**config.mk**
```make
export PLATFORM = sky130hd
export DESIGN_NAME = bin_to_seg_digits
export DESIGN_NICKNAME = d
export VERILOG_FILES = /design/src/rtl/seg7_pkg.sv /design/src/rtl/bcd_to_seg7.sv /design/src/rtl/bin_to_seg_digits.sv
export SDC_FILE = /design/constraint.sdc
export NUM_CORES = 1
export LEC_CHECK = 0
export CORE_UTILIZATION = 56
export CTS_CLUSTER_SIZE = 40
export DETAILED_ROUTE_END_ITERATION = 10
export GPL_TIMING_DRIVEN = 1
export HOLD_SLACK_MARGIN = 0.02
export PLACE_DENSITY = 0.81
export SKIP_LAST_GASP = 1
export SYNTH_ARGS = -nofsm -noshare
export SYNTH_HDL_FRONTEND = slang
export SYNTH_SLANG_ARGS = --single-unit
```
**constraint.sdc**
```tcl
create_clock -name clk -period 2.48 [get_ports clk]
set_input_delay 0.248 -clock clk [delete_from_list [all_inputs] [get_ports clk]]
set_output_delay 0.248 -clock clk [all_outputs]
set_load 0.005 [all_outputs]
```
**src/rtl/seg7_pkg.sv**
```systemverilog
// Shared constants for the seven-segment display path: active-low patterns
// (bit0=a .. bit6=g), converter state encoding and the displayable maximum.
package seg7_pkg;

  localparam int NUM_DIGITS  = 6;
  localparam int MAX_DISPLAY = 999999;

  localparam logic [6:0] SEG_BLANK = 7'b1111111;
  localparam logic [6:0] SEG_DASH  = 7'b0111111;

  localparam logic [6:0] SEG_DIGIT [0:9] = '{
    7'b1000000, 7'b1111001, 7'b0100100, 7'b0110000, 7'b0011001,
    7'b0010010, 7'b0000010, 7'b1111000, 7'b0000000, 7'b0010000
  };

  typedef enum logic [1:0] {
    IDLE  = 2'd0,
    SHIFT = 2'd1,
    LOAD  = 2'd2
  } state_t;

endpackage

```
**src/rtl/bcd_to_seg7.sv**
```systemverilog
// Combinational BCD nibble to active-low seven-segment encoder.
// Non-decimal nibbles (10..15) render as blank.
module bcd_to_seg7
  import seg7_pkg::*;
(
  input  logic [3:0] bcd,
  output logic [6:0] seg
);

  always_comb begin
    seg = SEG_BLANK;
    case (bcd)
      4'd0:    seg = SEG_DIGIT[0];
      4'd1:    seg = SEG_DIGIT[1];
      4'd2:    seg = SEG_DIGIT[2];
      4'd3:    seg = SEG_DIGIT[3];
      4'd4:    seg = SEG_DIGIT[4];
      4'd5:    seg = SEG_DIGIT[5];
      4'd6:    seg = SEG_DIGIT[6];
      4'd7:    seg = SEG_DIGIT[7];
      4'd8:    seg = SEG_DIGIT[8];
      4'd9:    seg = SEG_DIGIT[9];
      default: seg = SEG_BLANK;
    endcase
  end

endmodule

```
**src/rtl/bin_to_seg_digits.sv**
```systemverilog
// Serial double-dabble binary-to-BCD converter driving six registered digit patterns.
// Optional macro LEADING_ZERO_BLANK_EN blanks digits above the most-significant non-zero one.
module bin_to_seg_digits
  import seg7_pkg::*;
#(
  parameter int IN_WIDTH = 20
) (
  input  logic                clk,
  input  logic                rst,
  input  logic                start,
  input  logic [IN_WIDTH-1:0] value,
  output logic                busy,
  output logic                done,
  output logic [6:0]          seg0,
  output logic [6:0]          seg1,
  output logic [6:0]          seg2,
  output logic [6:0]          seg3,
  output logic [6:0]          seg4,
  output logic [6:0]          seg5
);

  localparam int CNT_W = $clog2(IN_WIDTH + 1);

  state_t                         state_q, state_d;
  logic [IN_WIDTH-1:0]            bin_q, bin_d;
  logic [4*NUM_DIGITS-1:0]        bcd_q, bcd_d, bcd_adj, bcd_shift;
  logic                           bcd_carry;
  logic [CNT_W-1:0]               cnt_q, cnt_d;
  logic                           ovf_q, ovf_d;
  logic [NUM_DIGITS-1:0][6:0]     seg_q, seg_d;
  logic [NUM_DIGITS-1:0][6:0]     enc;
  logic [NUM_DIGITS-1:0]          blank_mask;

  // One double-dabble step: add 3 to nibbles >= 5, then shift {bcd,bin} left.
  // The carry out of the top nibble only happens for out-of-range operands.
  always_comb begin
    bcd_adj = bcd_q;
    for (int i = 0; i < NUM_DIGITS; i++) begin
      if (bcd_q[4*i +: 4] >= 4'd5) begin
        bcd_adj[4*i +: 4] = bcd_q[4*i +: 4] + 4'd3;
      end
    end
    {bcd_carry, bcd_shift} = {bcd_adj, bin_q[IN_WIDTH-1]};
  end

  for (genvar g = 0; g < NUM_DIGITS; g++) begin : g_enc
    bcd_to_seg7 u_enc (
      .bcd (bcd_shift[4*g +: 4]),
      .seg (enc[g])
    );
  end

`ifdef LEADING_ZERO_BLANK_EN
  logic lead;

  always_comb begin
    blank_mask = '0;
    lead       = 1'b1;
    for (int i = NUM_DIGITS - 1; i >= 1; i--) begin
      if (bcd_shift[4*i +: 4] != 4'd0) begin
        lead = 1'b0;
      end
      blank_mask[i] = lead;
    end
  end
`else
  assign blank_mask = '0;
`endif

  // Segments load on the final shift edge so they appear together with done in LOAD.
  always_comb begin
    state_d = state_q;
    bin_d   = bin_q;
    bcd_d   = bcd_q;
    cnt_d   = cnt_q;
    ovf_d   = ovf_q;
    seg_d   = seg_q;
    case (state_q)
      IDLE: begin
        if (start) begin
          bin_d   = value;
          bcd_d   = '0;
          cnt_d   = '0;
          ovf_d   = (value > IN_WIDTH'(MAX_DISPLAY));
          state_d = SHIFT;
        end
      end
      SHIFT: begin
        bin_d = {bin_q[IN_WIDTH-2:0], 1'b0};
        bcd_d = bcd_shift;
        cnt_d = cnt_q + 1'b1;
        ovf_d = ovf_q | bcd_carry;
        if (cnt_d == CNT_W'(IN_WIDTH)) begin
          state_d = LOAD;
          for (int i = 0; i < NUM_DIGITS; i++) begin
            if (ovf_d) begin
              seg_d[i] = SEG_DASH;
            end else if (blank_mask[i]) begin
              seg_d[i] = SEG_BLANK;
            end else begin
              seg_d[i] = enc[i];
            end
          end
        end
      end
      LOAD: begin
        state_d = IDLE;
      end
      default: begin
        state_d = IDLE;
      end
    endcase
  end

  always_ff @(posedge clk) begin
    if (rst) begin
      state_q <= IDLE;
      bin_q   <= '0;
      bcd_q   <= '0;
      cnt_q   <= '0;
      ovf_q   <= 1'b0;
      seg_q   <= {NUM_DIGITS{SEG_BLANK}};
    end else begin
      state_q <= state_d;
      bin_q   <= bin_d;
      bcd_q   <= bcd_d;
      cnt_q   <= cnt_d;
      ovf_q   <= ovf_d;
      seg_q   <= seg_d;
    end
  end

  assign busy = (state_q != IDLE);
  assign done = (state_q == LOAD);
  assign seg0 = seg_q[0];
  assign seg1 = seg_q[1];
  assign seg2 = seg_q[2];
  assign seg3 = seg_q[3];
  assign seg4 = seg_q[4];
  assign seg5 = seg_q[5];

endmodule

```
==> metrics.txt <==
Min-Delay Startpoint value[0]; Routed WL 13,240 um; worst setup path end seg1[3]; Worst-path clk slew roughly 0.09 ns; Setup crit end kind register; syn_nets 667; Final WS setup 0.1605 ns; crit path from bcd_q[4]; r2r worst-path depth 8; GR Util All Layers 0.2883; drt pass-1 iters 5; sequential share of power 0.528; CP max stage delay 0.45 ns; Starting DRT DRC Count 253; CTS sink cnt 94; Final Skew 0.01098 ns; Crit Reg-Reg Startpoint bcd_q[4]; largest net degree at the start of global routing 32; H-tree lvl count 3; Rows 34; die area 0.009454 mm2; I/O pin count 67; Core Area 0.008763 mm2; Max Clock Freq ~430 MHz; Mapped Area 0.005079 mm2; initial antenna violation count 0; CTS max path bufs 2; Die Y 97.23 um; dpl cell area 0.006000 mm2; Combinational Power Share 0.090; Unique masters post-synth 64; unrepaired setup endpoints after global routing yes; RR Endpoint seg1[3]; worst vdd ir 269.1 uV; status finished, final reports clean; Cell Chain, Critical Path inv_1, ha_1, nand2b_1, a21oi_2, mux2_2, and2_1, and3_1, o32a_1; pwr dens 475.9 mW/mm2; Cells after Synth approximately 620; fin nets 741; Primary FF master, synth dfxtp_1; Slew @ Worst Pin 0.9076 ns; layout cells sized above 1 0.1154; Seq cells post-synth 94; Cell Int Power around 2300 uW; vias in the first global route 4,762; register area share after synthesis 0.3705; dpl ws about 0.10 ns; Post-synth EDFFs 0; Crit Path Class register to register; area delta synth->final 23.31%; Final ANT Viol Nets 0; Final Critical Period 2.320 ns; slowest stage cell, crit path mux2_2; fin crit share 0.9353; Psw 723.5 uW; HPWL after detailed placement 9535 um; Lkg Pwr 0.002501 uW; Layout fillers 683; Clock power frac 0.382; crit path max fanout 10; Synth Area per Inst 8.139 um2; Slew Viols, Final 0; Async S/R FF share, synth 0; CTS Hold Bufs 0; FF-to-FF setup slack 0.16 ns; GRT Residual Overflow 0; Final Non-Filler Cells 810; via/cell ratio 6.105; die width 97.23 um; routability congestion estimate 0.9229; CTS tree yes; Worst Setup Start Kind register; Final Hold Vio Count 0; first-pass GRT wire length 22,380 um; min-delay worst type input pin to register; DRC viols 0; initial core utilization 0.5795; Num CTS Buffers 9; Total Power 2980 uW; Critical Path RT 2.74 ns; crit path DAT 2.58 ns; CTS root buffer clkbuf_8; Post-Place Cells 794; Setup-failing EPs final 0; post-route cell area 0.006262 mm2; Max Cap Viol 0; ANT cells 0; Net Sw Frac 0.2428; Worst-Skew Late Latency 0.36 ns; Vias 4,945; Yosys Warn Count 0; hold slack 0.4698 ns; Slew HR 0.3927; WL per Instance 16.34 um; I/O Buffers 66
[worst min path at each step]
stage / slack, ns / depth (start not counted) / endpoint
floorplan: 0.34 / 1 / state_q[1]
global placement: 0.45 / 2 / bin_q[4]
detailed placement: 0.46 / 1 / seg1[3]
CTS: 0.46 / 2 / bin_q[0]
global route: 0.47 / 2 / bin_q[0]
finish: 0.47 / 2 / bin_q[0]
[synthesized netlist by cell type (5+ instances only)]
library cell / count / share of area
o21ai_0: 52 / 0.051
nor3_1: 19 / 0.019
a22o_1: 9 / 0.016
nand2b_1: 18 / 0.022
a221oi_1: 5 / 0.0086
dfxtp_1: 94 / 0.37
o22a_1: 10 / 0.017
a22oi_1: 6 / 0.0089
o21a_1: 7 / 0.010
and2_1: 5 / 0.0062
inv_1: 40 / 0.030
nand3_1: 10 / 0.0099
a21o_1: 11 / 0.016
buf_2: 10 / 0.0099
nor2_1: 62 / 0.046
a211oi_1: 6 / 0.0089
xnor2_1: 7 / 0.012
nand2_1: 44 / 0.033
ha_1: 20 / 0.049
o22ai_1: 9 / 0.011
a21oi_1: 48 / 0.047
mux2_2: 5 / 0.011
clkbuf_1: 21 / 0.016
mux2i_1: 7 / 0.014
a31oi_1: 11 / 0.014
nor3b_1: 7 / 0.010
o32a_1: 5 / 0.0099
[registers in the layout, summed over array words and instances, names as in the netlist, 7 cells and up]
signal / cells
seg5: 7
seg1: 7
seg2: 7
seg4: 7
seg3: 7
bin_q: 20
seg0: 7
bcd_q: 24
[layout by cell type (no fill, tap or decap), types with 6 or more instances in the layout]
| cell type | synthesis | final |
|---|---|---|
| xnor2_1 | 7 | 6 |
| a31oi_1 | 11 | 11 |
| nor3_1 | 19 | 19 |
| nor3b_1 | 7 | 7 |
| ha_1 | 20 | 19 |
| o22ai_1 | 9 | 9 |
| clkdlybuf4s50_1 | 0 | 66 |
| o22a_1 | 10 | 10 |
| a21o_1 | 11 | 11 |
| nor2_1 | 62 | 60 |
| inv_1 | 40 | 40 |
| a211oi_1 | 6 | 6 |
| a22o_1 | 9 | 9 |
| nand2b_1 | 18 | 18 |
| buf_4 | 1 | 29 |
| clkbuf_8 | 0 | 10 |
| nand3_1 | 10 | 10 |
| nand2_1 | 44 | 44 |
| a21oi_1 | 48 | 46 |
| o21ai_0 | 52 | 52 |
| o21a_1 | 7 | 7 |
| a22oi_1 | 6 | 6 |
| mux2i_1 | 7 | 7 |
| dfxtp_1 | 94 | 90 |
[power groups by stage]
| stage | Sequential [uW] | Combinational, uW | Clock (uW) |
|---|---|---|---|
| after floorplan | 1600 | 154 | 0 |
| after global placement | 1610 | 255 | 0 |
| after detailed placement | 1610 | 265 | 0 |
| after CTS | 1570 | 267 | 1140 |
| after global routing | 1580 | 294 | 1220 |
| final | 1570 | 269 | 1140 |
[through the flow]
stage                      TNS (ns)    util
after floorplan                   0       -
after global placement            0  0.6846
after detailed placement          0  0.6846
after CTS                         0  0.7099
after global routing      -0.001842  0.7146
final                             0  0.7146
[layer usage]
layer,track usage,share of wire
met1,0.3722,0.44
met2,0.4859,0.48
met3,0.04173,0.050
met4,0.1131,0.024
met5,0,0
[critical path: cells and delay by family, from the launching register on]
family	cells	cell delay [ns]
mux	1	0.45
flops	1	0.35
compound gates	2	0.54
buf+inv	1	0.14
simple gates	3	0.52
fa+ha+maj	1	0.22
[repair_timing]
item | in CTS | in global routing
buffers inserted | 0 | 1
setup endpoints to repair | 0 | 12
gates resized for setup | 0 | 11
[cells by family (layout without fill, tap and decap cells)]
family                     Yosys count  count (layout)  synth area share
AOI/OAI and AO/OA                  224             224            0.2961
xor gates and xnor gates             8               8           0.01528
adders and majority gates           20              20           0.04927
buffers and inverters               75             153           0.05864
DFF                                 94              94            0.3705
muxes                               13              13           0.02784
and+or+nand+nor                    190             190            0.1823
[layout make-up]
cell class / count / area (um2) / share of cell area
Tap cell: 108 / 135.1 / 0.02158
Sequential cell: 94 / 1887 / 0.3013
Timing Repair Buffer: 98 / 938.4 / 0.1499
Inverter: 40 / 150.1 / 0.02398
Clock inverter: 5 / 83.83 / 0.01339
Clock buffer: 10 / 137.6 / 0.02198
Multi-Input combinational cell: 455 / 2930 / 0.4679
(Power assumes the default switching activity.)
